**src/rtl/mempool_cc_port_buffer_if.sv**
```systemverilog
// ---------------------------------------------------------------------------
// mempool_cc_port_buffer_if
// Purpose : multi-port TCDM request/response bundle. One instance carries all
//           NumPorts channels; every field is an unpacked array [NumPorts].
// Signals : q*      request payload (addr, write, amo, data, strb, id)
//           qvalid  request valid   (master -> slave)
//           qready  request ready   (slave  -> master)
//           p*      response payload (data, error, id)
//           pvalid  response valid  (slave  -> master)
//           pready  response ready  (master -> slave)
// Modports: master issues requests and accepts responses; slave is the
//           opposite side.
// ---------------------------------------------------------------------------
interface mempool_cc_port_buffer_if #(
    parameter int unsigned NumPorts  = 1,
    parameter int unsigned AddrWidth = 32,
    parameter int unsigned DataWidth = 32,
    parameter int unsigned IdWidth   = 5
);
    localparam int unsigned StrbWidth = DataWidth / 8;

    logic [AddrWidth-1:0] qaddr  [NumPorts];
    logic                 qwrite [NumPorts];
    logic [3:0]           qamo   [NumPorts];
    logic [DataWidth-1:0] qdata  [NumPorts];
    logic [StrbWidth-1:0] qstrb  [NumPorts];
    logic [IdWidth-1:0]   qid    [NumPorts];
    logic                 qvalid [NumPorts];
    logic                 qready [NumPorts];

    logic [DataWidth-1:0] pdata  [NumPorts];
    logic                 perror [NumPorts];
    logic [IdWidth-1:0]   pid    [NumPorts];
    logic                 pvalid [NumPorts];
    logic                 pready [NumPorts];

    modport master (
        output qaddr, qwrite, qamo, qdata, qstrb, qid, qvalid, pready,
        input  qready, pdata, perror, pid, pvalid
    );

    modport slave (
        input  qaddr, qwrite, qamo, qdata, qstrb, qid, qvalid, pready,
        output qready, pdata, perror, pid, pvalid
    );
endinterface

```
**src/rtl/mempool_cc_port_buffer.sv**
```systemverilog
// ---------------------------------------------------------------------------
// mempool_cc_port_buffer
// Purpose : per-port buffer between a Snitch core complex and the TCDM
//           interconnect. Each of NumPorts channels has its own request and
//           response FIFO (depth 0 = combinational bypass), an outstanding-
//           request counter that throttles issue at MaxOutstanding, a sticky
//           spurious-response flag and an idle indication.
// Ports   : clk_i           clock
//           rst_i           synchronous active-high reset
//           core            slave side, faces the core complex
//           mem             master side, faces the TCDM interconnect
//           outstanding_o   in-flight requests per port
//           idle_o          nothing buffered and nothing in flight
//           spurious_o      sticky: response arrived with nothing in flight
//           stall_cnt_o     cycles a core request was refused
//           throttle_cnt_o  cycles a buffered request was held by the limit
// Option  : define MEMPOOL_CC_PORT_BUFFER_PERF_EN to build the two perf
//           counters; otherwise they read as zero and no flops are built.
// ---------------------------------------------------------------------------

// Ready/valid FIFO used for both directions. Depth 0 degenerates to wires.
module mempool_cc_port_buffer_fifo #(
    parameter int unsigned Depth = 2,
    parameter int unsigned Width = 8
) (
    input  logic             clk_i,
    input  logic             rst_i,
    input  logic             push_valid_i,
    output logic             push_ready_o,
    input  logic [Width-1:0] push_data_i,
    output logic             pop_valid_o,
    input  logic             pop_ready_i,
    output logic [Width-1:0] pop_data_o,
    output logic             empty_o
);
    if (Depth == 0) begin : g_bypass
        assign pop_valid_o  = push_valid_i;
        assign push_ready_o = pop_ready_i;
        assign pop_data_o   = push_data_i;
        assign empty_o      = 1'b1;
    end else begin : g_fifo
        localparam int unsigned PtrW = (Depth > 1) ? $clog2(Depth) : 1;
        localparam int unsigned CntW = $clog2(Depth + 1);
        localparam logic [PtrW-1:0] LastPtr = PtrW'(Depth - 1);

        logic [Width-1:0] mem_q [Depth];
        logic [PtrW-1:0]  wr_ptr_q, rd_ptr_q;
        logic [CntW-1:0]  count_q;
        logic             push, pop;

        assign push_ready_o = (count_q != CntW'(Depth));
        assign pop_valid_o  = (count_q != '0);
        assign empty_o      = (count_q == '0);
        assign pop_data_o   = mem_q[rd_ptr_q];
        assign push         = push_valid_i && push_ready_o;
        assign pop          = pop_valid_o && pop_ready_i;

        // NOTE: storage is deliberately not reset; the count alone decides
        // which entries are valid, so clearing the array would only add muxes.
        always_ff @(posedge clk_i) begin
            if (push) mem_q[wr_ptr_q] <= push_data_i;
        end

        // NOTE: sequential state uses non-blocking assignments so every
        // register samples the pre-edge values of its neighbours.
        always_ff @(posedge clk_i) begin
            if (rst_i) begin
                wr_ptr_q <= '0;
                rd_ptr_q <= '0;
                count_q  <= '0;
            end else begin
                if (push) wr_ptr_q <= (wr_ptr_q == LastPtr) ? '0 : wr_ptr_q + 1'b1;
                if (pop)  rd_ptr_q <= (rd_ptr_q == LastPtr) ? '0 : rd_ptr_q + 1'b1;
                count_q <= count_q + CntW'(push) - CntW'(pop);
            end
        end
    end
endmodule

module mempool_cc_port_buffer #(
    parameter int unsigned NumPorts       = 1,
    parameter int unsigned ReqDepth       = 2,
    parameter int unsigned RespDepth      = 2,
    parameter int unsigned MaxOutstanding = 8,
    parameter int unsigned AddrWidth      = 32,
    parameter int unsigned DataWidth      = 32,
    parameter int unsigned IdWidth        = 5
) (
    input  logic                                  clk_i,
    input  logic                                  rst_i,
    mempool_cc_port_buffer_if.slave               core,
    mempool_cc_port_buffer_if.master              mem,
    output logic [$clog2(MaxOutstanding+1)-1:0]   outstanding_o  [NumPorts],
    output logic                                  idle_o         [NumPorts],
    output logic                                  spurious_o     [NumPorts],
    output logic [31:0]                           stall_cnt_o    [NumPorts],
    output logic [31:0]                           throttle_cnt_o [NumPorts]
);
    localparam int unsigned CntW      = $clog2(MaxOutstanding + 1);
    localparam int unsigned StrbWidth = DataWidth / 8;
    localparam logic [CntW-1:0] MaxCnt = CntW'(MaxOutstanding);

    typedef struct packed {
        logic [AddrWidth-1:0] addr;
        logic                 write;
        logic [3:0]           amo;
        logic [DataWidth-1:0] data;
        logic [StrbWidth-1:0] strb;
        logic [IdWidth-1:0]   id;
    } req_t;

    typedef struct packed {
        logic [DataWidth-1:0] data;
        logic                 error;
        logic [IdWidth-1:0]   id;
    } resp_t;

    for (genvar p = 0; p < NumPorts; p++) begin : g_port
        req_t            req_in, req_out;
        resp_t           resp_in, resp_out;
        logic            req_push_ready, req_valid, req_pop_ready, req_empty;
        logic            resp_push_ready, resp_valid, resp_empty;
        logic            below_limit, mem_qvalid, mem_q_hs, mem_p_hs;
        logic [CntW-1:0] outstanding_q;
        logic            spurious_q;

        // ---------------- request path ----------------
        assign req_in = '{addr: core.qaddr[p], write: core.qwrite[p], amo: core.qamo[p],
                          data: core.qdata[p], strb: core.qstrb[p], id: core.qid[p]};

        mempool_cc_port_buffer_fifo #(.Depth(ReqDepth), .Width($bits(req_t))) i_req_fifo (
            .clk_i        (clk_i),
            .rst_i        (rst_i),
            .push_valid_i (core.qvalid[p]),
            .push_ready_o (req_push_ready),
            .push_data_i  (req_in),
            .pop_valid_o  (req_valid),
            .pop_ready_i  (req_pop_ready),
            .pop_data_o   (req_out),
            .empty_o      (req_empty)
        );

        // The limit gates valid (not ready) so valid never depends on ready;
        // the payload keeps being presented while throttled.
        assign below_limit    = (outstanding_q < MaxCnt);
        assign mem_qvalid     = req_valid && below_limit;
        assign req_pop_ready  = mem.qready[p] && below_limit;
        assign core.qready[p] = req_push_ready;
        assign mem.qvalid[p]  = mem_qvalid;
        assign mem.qaddr[p]   = req_out.addr;
        assign mem.qwrite[p]  = req_out.write;
        assign mem.qamo[p]    = req_out.amo;
        assign mem.qdata[p]   = req_out.data;
        assign mem.qstrb[p]   = req_out.strb;
        assign mem.qid[p]     = req_out.id;

        // ---------------- response path ----------------
        assign resp_in = '{data: mem.pdata[p], error: mem.perror[p], id: mem.pid[p]};

        mempool_cc_port_buffer_fifo #(.Depth(RespDepth), .Width($bits(resp_t))) i_resp_fifo (
            .clk_i        (clk_i),
            .rst_i        (rst_i),
            .push_valid_i (mem.pvalid[p]),
            .push_ready_o (resp_push_ready),
            .push_data_i  (resp_in),
            .pop_valid_o  (resp_valid),
            .pop_ready_i  (core.pready[p]),
            .pop_data_o   (resp_out),
            .empty_o      (resp_empty)
        );

        assign mem.pready[p]  = resp_push_ready;
        assign core.pvalid[p] = resp_valid;
        assign core.pdata[p]  = resp_out.data;
        assign core.perror[p] = resp_out.error;
        assign core.pid[p]    = resp_out.id;

        // ---------------- in-flight tracking ----------------
        assign mem_q_hs = mem_qvalid && mem.qready[p];
        assign mem_p_hs = mem.pvalid[p] && resp_push_ready;

        always_ff @(posedge clk_i) begin
            if (rst_i) begin
                outstanding_q <= '0;
                spurious_q    <= 1'b0;
            end else begin
                // A response with nothing in flight is still forwarded; the
                // counter saturates at zero and the event is remembered.
                if (mem_p_hs && (outstanding_q == '0)) spurious_q <= 1'b1;
                case ({mem_q_hs, mem_p_hs})
                    2'b10:   outstanding_q <= outstanding_q + 1'b1;
                    2'b01:   if (outstanding_q != '0) outstanding_q <= outstanding_q - 1'b1;
                    default: outstanding_q <= outstanding_q;
                endcase
            end
        end

        assign outstanding_o[p] = outstanding_q;
        assign spurious_o[p]    = spurious_q;
        assign idle_o[p]        = (outstanding_q == '0) && req_empty && resp_empty;

        // ---------------- performance counters ----------------
`ifdef MEMPOOL_CC_PORT_BUFFER_PERF_EN
        logic [31:0] stall_q, throttle_q;

        always_ff @(posedge clk_i) begin
            if (rst_i) begin
                stall_q    <= '0;
                throttle_q <= '0;
            end else begin
                if (core.qvalid[p] && !req_push_ready && (stall_q != '1))
                    stall_q <= stall_q + 1'b1;
                if (req_valid && (outstanding_q == MaxCnt) && (throttle_q != '1))
                    throttle_q <= throttle_q + 1'b1;
            end
        end

        assign stall_cnt_o[p]    = stall_q;
        assign throttle_cnt_o[p] = throttle_q;
`else
        assign stall_cnt_o[p]    = '0;
        assign throttle_cnt_o[p] = '0;
`endif
    end
endmodule

```
**src/flat_wrapper.sv**
```systemverilog
// flat-port wrapper written by rule: the top's interface ports become plain ports
module mempool_cc_port_buffer_flat 
#(
    parameter int unsigned NumPorts       = 1,
    parameter int unsigned ReqDepth       = 2,
    parameter int unsigned RespDepth      = 2,
    parameter int unsigned MaxOutstanding = 8,
    parameter int unsigned AddrWidth      = 32,
    parameter int unsigned DataWidth      = 32,
    parameter int unsigned IdWidth        = 5
)
  (clk_i, rst_i, outstanding_o, idle_o, spurious_o, stall_cnt_o, throttle_cnt_o, core_qaddr, core_qwrite, core_qamo, core_qdata, core_qstrb, core_qid, core_qvalid, core_pready, core_qready, core_pdata, core_perror, core_pid, core_pvalid, mem_qaddr, mem_qwrite, mem_qamo, mem_qdata, mem_qstrb, mem_qid, mem_qvalid, mem_pready, mem_qready, mem_pdata, mem_perror, mem_pid, mem_pvalid);
  mempool_cc_port_buffer_if #(.NumPorts(NumPorts), .AddrWidth(AddrWidth), .DataWidth(DataWidth), .IdWidth(IdWidth)) core_i ();
  mempool_cc_port_buffer_if #(.NumPorts(NumPorts), .AddrWidth(AddrWidth), .DataWidth(DataWidth), .IdWidth(IdWidth)) mem_i ();
  input  logic clk_i;
  input  logic rst_i;
  output logic [$clog2(MaxOutstanding+1)-1:0] outstanding_o[NumPorts];
  output logic idle_o[NumPorts];
  output logic spurious_o[NumPorts];
  output logic [31:0] stall_cnt_o[NumPorts];
  output logic [31:0] throttle_cnt_o[NumPorts];
  input wire logic [$bits(core_i.qaddr)-1:0] core_qaddr;
  input wire logic [$bits(core_i.qwrite)-1:0] core_qwrite;
  input wire logic [$bits(core_i.qamo)-1:0] core_qamo;
  input wire logic [$bits(core_i.qdata)-1:0] core_qdata;
  input wire logic [$bits(core_i.qstrb)-1:0] core_qstrb;
  input wire logic [$bits(core_i.qid)-1:0] core_qid;
  input wire logic [$bits(core_i.qvalid)-1:0] core_qvalid;
  input wire logic [$bits(core_i.pready)-1:0] core_pready;
  output wire logic [$bits(core_i.qready)-1:0] core_qready;
  output wire logic [$bits(core_i.pdata)-1:0] core_pdata;
  output wire logic [$bits(core_i.perror)-1:0] core_perror;
  output wire logic [$bits(core_i.pid)-1:0] core_pid;
  output wire logic [$bits(core_i.pvalid)-1:0] core_pvalid;
  output wire logic [$bits(mem_i.qaddr)-1:0] mem_qaddr;
  output wire logic [$bits(mem_i.qwrite)-1:0] mem_qwrite;
  output wire logic [$bits(mem_i.qamo)-1:0] mem_qamo;
  output wire logic [$bits(mem_i.qdata)-1:0] mem_qdata;
  output wire logic [$bits(mem_i.qstrb)-1:0] mem_qstrb;
  output wire logic [$bits(mem_i.qid)-1:0] mem_qid;
  output wire logic [$bits(mem_i.qvalid)-1:0] mem_qvalid;
  output wire logic [$bits(mem_i.pready)-1:0] mem_pready;
  input wire logic [$bits(mem_i.qready)-1:0] mem_qready;
  input wire logic [$bits(mem_i.pdata)-1:0] mem_pdata;
  input wire logic [$bits(mem_i.perror)-1:0] mem_perror;
  input wire logic [$bits(mem_i.pid)-1:0] mem_pid;
  input wire logic [$bits(mem_i.pvalid)-1:0] mem_pvalid;
  assign core_i.qaddr = {>>{core_qaddr}};
  assign core_i.qwrite = {>>{core_qwrite}};
  assign core_i.qamo = {>>{core_qamo}};
  assign core_i.qdata = {>>{core_qdata}};
  assign core_i.qstrb = {>>{core_qstrb}};
  assign core_i.qid = {>>{core_qid}};
  assign core_i.qvalid = {>>{core_qvalid}};
  assign core_i.pready = {>>{core_pready}};
  assign core_qready = {>>{core_i.qready}};
  assign core_pdata = {>>{core_i.pdata}};
  assign core_perror = {>>{core_i.perror}};
  assign core_pid = {>>{core_i.pid}};
  assign core_pvalid = {>>{core_i.pvalid}};
  assign mem_qaddr = {>>{mem_i.qaddr}};
  assign mem_qwrite = {>>{mem_i.qwrite}};
  assign mem_qamo = {>>{mem_i.qamo}};
  assign mem_qdata = {>>{mem_i.qdata}};
  assign mem_qstrb = {>>{mem_i.qstrb}};
  assign mem_qid = {>>{mem_i.qid}};
  assign mem_qvalid = {>>{mem_i.qvalid}};
  assign mem_pready = {>>{mem_i.pready}};
  assign mem_i.qready = {>>{mem_qready}};
  assign mem_i.pdata = {>>{mem_pdata}};
  assign mem_i.perror = {>>{mem_perror}};
  assign mem_i.pid = {>>{mem_pid}};
  assign mem_i.pvalid = {>>{mem_pvalid}};
  mempool_cc_port_buffer #(.NumPorts(NumPorts), .ReqDepth(ReqDepth), .RespDepth(RespDepth), .MaxOutstanding(MaxOutstanding), .AddrWidth(AddrWidth), .DataWidth(DataWidth), .IdWidth(IdWidth)) u_core (.clk_i(clk_i), .rst_i(rst_i), .core(core_i), .mem(mem_i), .outstanding_o(outstanding_o), .idle_o(idle_o), .spurious_o(spurious_o), .stall_cnt_o(stall_cnt_o), .throttle_cnt_o(throttle_cnt_o));
endmodule
```
**config.mk**
```make
export PLATFORM = sky130hd
export DESIGN_NAME = mempool_cc_port_buffer_flat
export DESIGN_NICKNAME = d
export VERILOG_FILES = /design/src/rtl/mempool_cc_port_buffer_if.sv /design/src/rtl/mempool_cc_port_buffer.sv /design/src/flat_wrapper.sv
export SDC_FILE = /design/constraint.sdc
export NUM_CORES = 1
export LEC_CHECK = 0
export ABC_AREA = 0
export CORE_AREA = 2 2 150 152
export DETAILED_ROUTE_END_ITERATION = 6
export DIE_AREA = 0 0 152 154
export GPL_TIMING_DRIVEN = 0
export PLACE_DENSITY = 0.81
export SYNTH_ARGS = -nofsm -noshare
export SYNTH_HDL_FRONTEND = slang
export SYNTH_SLANG_ARGS = --single-unit
```
**constraint.sdc**
```tcl
create_clock -name clk_i -period 7.3 [get_ports clk_i]
set_input_delay 1.095 -clock clk_i [delete_from_list [all_inputs] [get_ports clk_i]]
set_output_delay 1.095 -clock clk_i [all_outputs]
set_load 0.02 [all_outputs]
```
* Yosys cells after proc, flatten, opt, wreduce, memory -nomap -nowiden *
Memories as Yosys holds them, arrays and structs flattened. A register that Yosys moved wholly into a read port is not among the register bits.
Cells that the tools add are included.

operators by class
  reduce and logical (&&, ||, !) cells = 18
  $lt $le $gt $ge = 1
  equal/unequal tests = 5
  muxes and demuxes = 14
  add/sub/neg operators = 10

operators by type and width
  cell                                                number
  2-to-1 mux 1 bit                                    12
  logical AND 1 bit                                   10
  one-hot mux 4 bit (2 select lines)                  1
  nonzero test 2 bit                                  3
  adder 1 bit (second input constant)                 4
  adder 2 x 1 -> 2 bit                                2
  adder 4 x 1 -> 4 bit (second input constant)        1
  zero test 2 bit                                     2
  zero test 4 bit                                     1
  less-than comparator 4 bit (second input constant)  1
  2-to-1 mux 4 bit                                    1
  != test 2 bit (second input constant)               2
  nonzero test 4 bit                                  1
  subtractor 2 x 1 -> 2 bit                           2
  subtractor 4 x 1 -> 4 bit (second input constant)   1
  == test 2 x 1 -> 1 bit (second input constant)      1
  == test 2 bit (second input constant)               1
  != test 2 x 1 -> 1 bit (second input constant)      1
  AND reduction 2 bit                                 1

storage, ports and cells
  memory bits (writable) = 232
  input bits = 122
  logic and storage cells = 58
  output and inout port bits = 190
  memories kept = 2
  register bits after elaboration = 13

memories
  name                                       depth  bits a word  rd ports  clocked after memory_dff  wr ports  line                          RTL
  u_core.g_port[0].i_req_fifo.g_fifo.mem_q   2      78           1         1                         1         mempool_cc_port_buffer.sv:46  logic [Width-1:0] mem_q [Depth];
  u_core.g_port[0].i_resp_fifo.g_fifo.mem_q  2      38           1         1                         1         mempool_cc_port_buffer.sv:46

* Longest topological paths before layout *
  word-level depth = 6
  mapped depth = 8
  depth with buffers taken out = 8

* Cells and area by module *
A second synthesis with hierarchy kept.

second synthesis, totals
  cell total of the unflattened synthesis = 517
  area total of the unflattened synthesis = 9840.7 µm²

modules (own cells, without submodules)
  module                                                      cells an instance  times used  area each (µm²)  seq. area each (µm²)
  mempool_cc_port_buffer_fifo (u_core.g_port[0].i_req_fifo)   269                1           5941.9           4784.6
  mempool_cc_port_buffer_fifo (u_core.g_port[0].i_resp_fifo)  144                1           3062.9           2382.3
  mempool_cc_port_buffer                                      104                1           835.8            100.1

* Least setup slack after synthesis *
Ideal clock, no wire load.

  kind = input to register
  start point = input port core_qvalid
  end point = memory u_core.g_port[0].i_req_fifo.g_fifo.mem_q[0][0] in the netlist's numbering (enable)
  path slack = 2.338 ns
  stages on the path = 2
  data arrival time = 4.447 ns
  buffers on the path = 0
  setup time = 0.515 ns
  required time = 6.785 ns
  cells stage by stage = nand2_1 > nor2_1

on the way
  word-level cells in the longest chain between the ends = 3

RTL lines
  element                                 line                          RTL
  start: declaration                      flat_wrapper.sv:28            input wire logic [$bits(core_i.qvalid)-1:0] core_qvalid;
  logical AND 1 bit                       mempool_cc_port_buffer.sv:55  assign push = push_valid_i && push_ready_o;
  2-to-1 mux 1 bit                        mempool_cc_port_buffer.sv:61  if (push) mem_q[wr_ptr_q] <= push_data_i;
  2-to-1 mux 1 bit (not written as such)  mempool_cc_port_buffer.sv:61
  end: declaration                        mempool_cc_port_buffer.sv:46

No other way between the ends.

==> impl_metrics.yaml <==
route:
  totalWireLength_um: 20500
  via_per_inst: 4.69
  dr.pass1.iters: 4
  drtAntennaViolNets: 0
  routedWlPerCell_um: 17.8
  drtIter0Drc: 272
  drc: 0
  num_vias: 5393
setup_path:
  cp_max_fo: 10
  critPathArrivalTime_ns: 2.74
  timing.critical_path.cells: "clkbuf_1 -> buf_2 -> buf_2 -> mux2_2 -> clkdlybuf4s50_1"
  cpMaxStageDelayCell: "clkdlybuf4s50_1"
  setup.worst_path.class: "flop to output pin"
  r2r-start: "u_core.g_port[0].i_req_fifo.g_fifo.count_q[0]"
  slowest_delay_ns: 0.56
  rr_worst_depth: 4
  crit_path_start_kind: "flop"
  path_common_cell: "buf_2"
  endpoint_kind: "output pin"
  worst_ep_required_time_ns: 6.20
  reg2reg_slack_ns: 5.21
  regToRegEndpoint: "u_core.g_port[0].i_req_fifo.g_fifo.mem_q[0][53]"
cts:
  clock_path_buffers: 3
  hold_buffers: 0
  cts_buffers: 26
  post_cts_buffers: 0
  cts_tree: "done"
  clock_latency_ns: 0.51
  root_buffer: "clkbuf_16"
  cts_resized: 0
  clkTransAtPathRegs_ns: 0.06
  htreeDepth: 1
  clock-sinks: 247
yosys:
  yosys_most_used_dff: "edfxtp_1"
  async_flop_share_pct: 0
  synth-edff-count: 232
  synth_common_cells: "edfxtp_1 (232), mux2_2 (116), buf_4 (64)"
  synth_seq_area_share_pct: 75.6
  post_synth_num_cell_types: 38
  synth_top_cell_area_share_pct: 72.5
  syn_inst: 509
  synthTopCellsByArea: "edfxtp_1 (73%), mux2_2 (14%), buf_4 (5.0%), dfxtp_1 (3.1%), ha_1 (0.65%)"
  syn_avg_cell_area_um2: 18.9
  synth_area_um2: 9610
  synth_seq_cells: 247
  yosys.area.top_type: "edfxtp_1"
  yosysMostFrequentCell: "edfxtp_1"
  synth_warnings: 0
cells_and_area:
  regArea_um2: 7270
  fin_nets: 978
  stdcell_area_um2: 13600
  syn_to_final_growth_pct: 41.6
  final.fill_count: 1594
  drive_gt1_share_pct: 27.6
  multi_input_area_um2: 2040
min_path:
  holdCritStartpoint: "u_core.spurious_o"
  hold_depth: 1
  hold-path-endpoint: "u_core.spurious_o"
  hold_path_class: "flop to flop"
grt:
  grt-ovfl-total: 0
  antenna_found_initial: 1
  first_global_vias: 5520
  grt_pass1_wl_um: 30400
  grt_usage_pct: 16.6
  grt_max_degree: 49
job:
  maxCapViolCount: 0
timing:
  drv_slew: 0
  min_period_over_period_pct: 52.5
  finalSetupViolations: 0
  rsz0062_at_grt: "false"
  tightest_slew_ns: 0.856
  max_slew_margin_pct: 42.8
  min_period_ns: 3.83
  fin_skew_ns: 0.00622
  hold_viol: 0
  setup_tns_ns: 0
  fmax_mhz: 261
floorplan:
  initial_core_util_pct: 44.3
  core.rowCount: 54
  core_area_um2: 21700
  die_area_um2: 23400
  die_h_um: 154
  die_w_um: 152
  io_pins: 312
placement:
  place_area_um2: 12800
  gp_routability_congestion: 0.805
  portBuffers: 246
  dp_hpwl_um: 14500
outcome:
  run_status: "completed"
power_and_ir_drop:
  leakage_nw: 4.96
  power_density_nw_per_um2: 355
  vdd_drop_max_uv: 281
-- registers in the layout (all words and copies together) (netlist names), named ones only --
signal and cells:
u_core.g_port.i_req_fifo.g_fifo.mem_q 156, u_core.g_port.i_resp_fifo.g_fifo.mem_q 76, u_core.outstanding_o 4, u_core.g_port.i_req_fifo.g_fifo.count_q 2, u_core.g_port.i_resp_fifo.g_fifo.count_q 2, u_core.g_port.i_req_fifo.g_fifo.rd_ptr_q 1
u_core.g_port.i_req_fifo.g_fifo.wr_ptr_q 1, u_core.g_port.i_resp_fifo.g_fifo.rd_ptr_q 1, u_core.g_port.i_resp_fifo.g_fifo.wr_ptr_q 1, u_core.spurious_o 1
-- cells in the final DEF, fill, tap and decap left out, types with 2 or more instances in the layout --
cell type	count
clkinvlp_4	3
buf_4	64
dfxtp_1	15
mux2_1	2
conb_1	64
nand2b_1	3
clkdlybuf4s50_1	246
buf_1	2
nor2_1	13
buf_12	4
edfxtp_1	232
ha_1	5
mux2_2	116
xnor2_1	4
clkinv_1	6
buf_2	6
clkinv_2	4
xor2_1	5
clkbuf_1	12
nor2b_1	4
bufinv_16	2
inv_1	4
clkbuf_16	27
nor2_4	2
nand2_1	2
-- how the worst max path moves through the flow --
stage	endpoint	slack, ns
2_1_floorplan	u_core.g_port[0].i_req_fifo.g_fifo.mem_q[0][0]	2.34
3_3_place_gp	u_core.g_port[0].i_req_fifo.g_fifo.mem_q[0][29]	-0.19
3_5_place_dp	mem_qdata[29]	3.90
4_1_cts	mem_qdata[29]	3.34
5_1_grt	mem_qaddr[15]	3.26
6_report	mem_qaddr[17]	3.47
-- power breakdown --
| group | internal (W) | switching, W | leakage, nW | total, W |
|---|---|---|---|---|
| registers | 0.00181 | 0.0000749 | 2.29 | 0.00189 |
| logic | 0.000825 | 0.000858 | 2.27 | 0.00168 |
| clock network | 0.000743 | 0.000516 | 0.392 | 0.00126 |
| total | 0.00338 | 0.00145 | 4.96 | 0.00483 |
-- final cells by class --
| class | instances | area share, % |
|---|---|---|
| Clock inverter | 15 | 0.919 |
| Buffer | 79 | 4.00 |
| Sequential cell | 247 | 53.4 |
| Clock buffer | 32 | 5.10 |
| Antenna cell | 1 | 0.0184 |
| Inverter | 5 | 0.138 |
| Tap cell | 280 | 2.57 |
| Multi-Input combinational cell | 241 | 15.0 |
| Timing Repair Buffer | 251 | 18.9 |
-- cell families after synthesis --
logic type / Yosys count / share of synthesized area (%)
XOR/XNOR: 9 / 0.820
adder cells (fa/ha/maj): 5 / 0.651
buffers and inverters: 84 / 5.86
other: 1 / 0.0390
AND/OR/NAND/NOR: 33 / 1.74
flip-flops: 247 / 75.6
multiplexers: 119 / 13.9
AO/OA/AOI/OAI: 11 / 1.33
-- per-stage QoR --
| stage | setup slack [ns] | power, W | instances | hold slack [ns] | util [%] |
|---|---|---|---|---|---|
| after floorplan | 2.34 | 0.00287 | 572 | 0.481 | - |
| after global placement | -0.190 | 0.00358 | 1098 | 0.478 | 58.4 |
| after detailed placement | 3.90 | 0.00361 | 1103 | 0.487 | 59.0 |
| after CTS | 3.34 | 0.00488 | 1150 | 0.505 | 62.7 |
| after global routing | 3.26 | 0.00503 | 1151 | 0.521 | 62.7 |
| final | 3.47 | 0.00483 | 1151 | 0.496 | 62.7 |
-- metal layers --
metal	vias to the layer above	GRT usage (%)	part of all wire, %
li1	2500	-	-
met3	50	3.10	5.3
met2	203	30.2	54
met5	-	0	0
met1	2640	19.1	38
met4	0	7.25	3.7
-- worst max-delay path: cells and delay by family, from the launching register on --
| kind | cells | cell delay (ns) |
|---|---|---|
| mux | 1 | 0.37 |
| buf+inv | 4 | 1.54 |
| flops | 1 | 0.31 |
(Power assumes the default switching activity.)
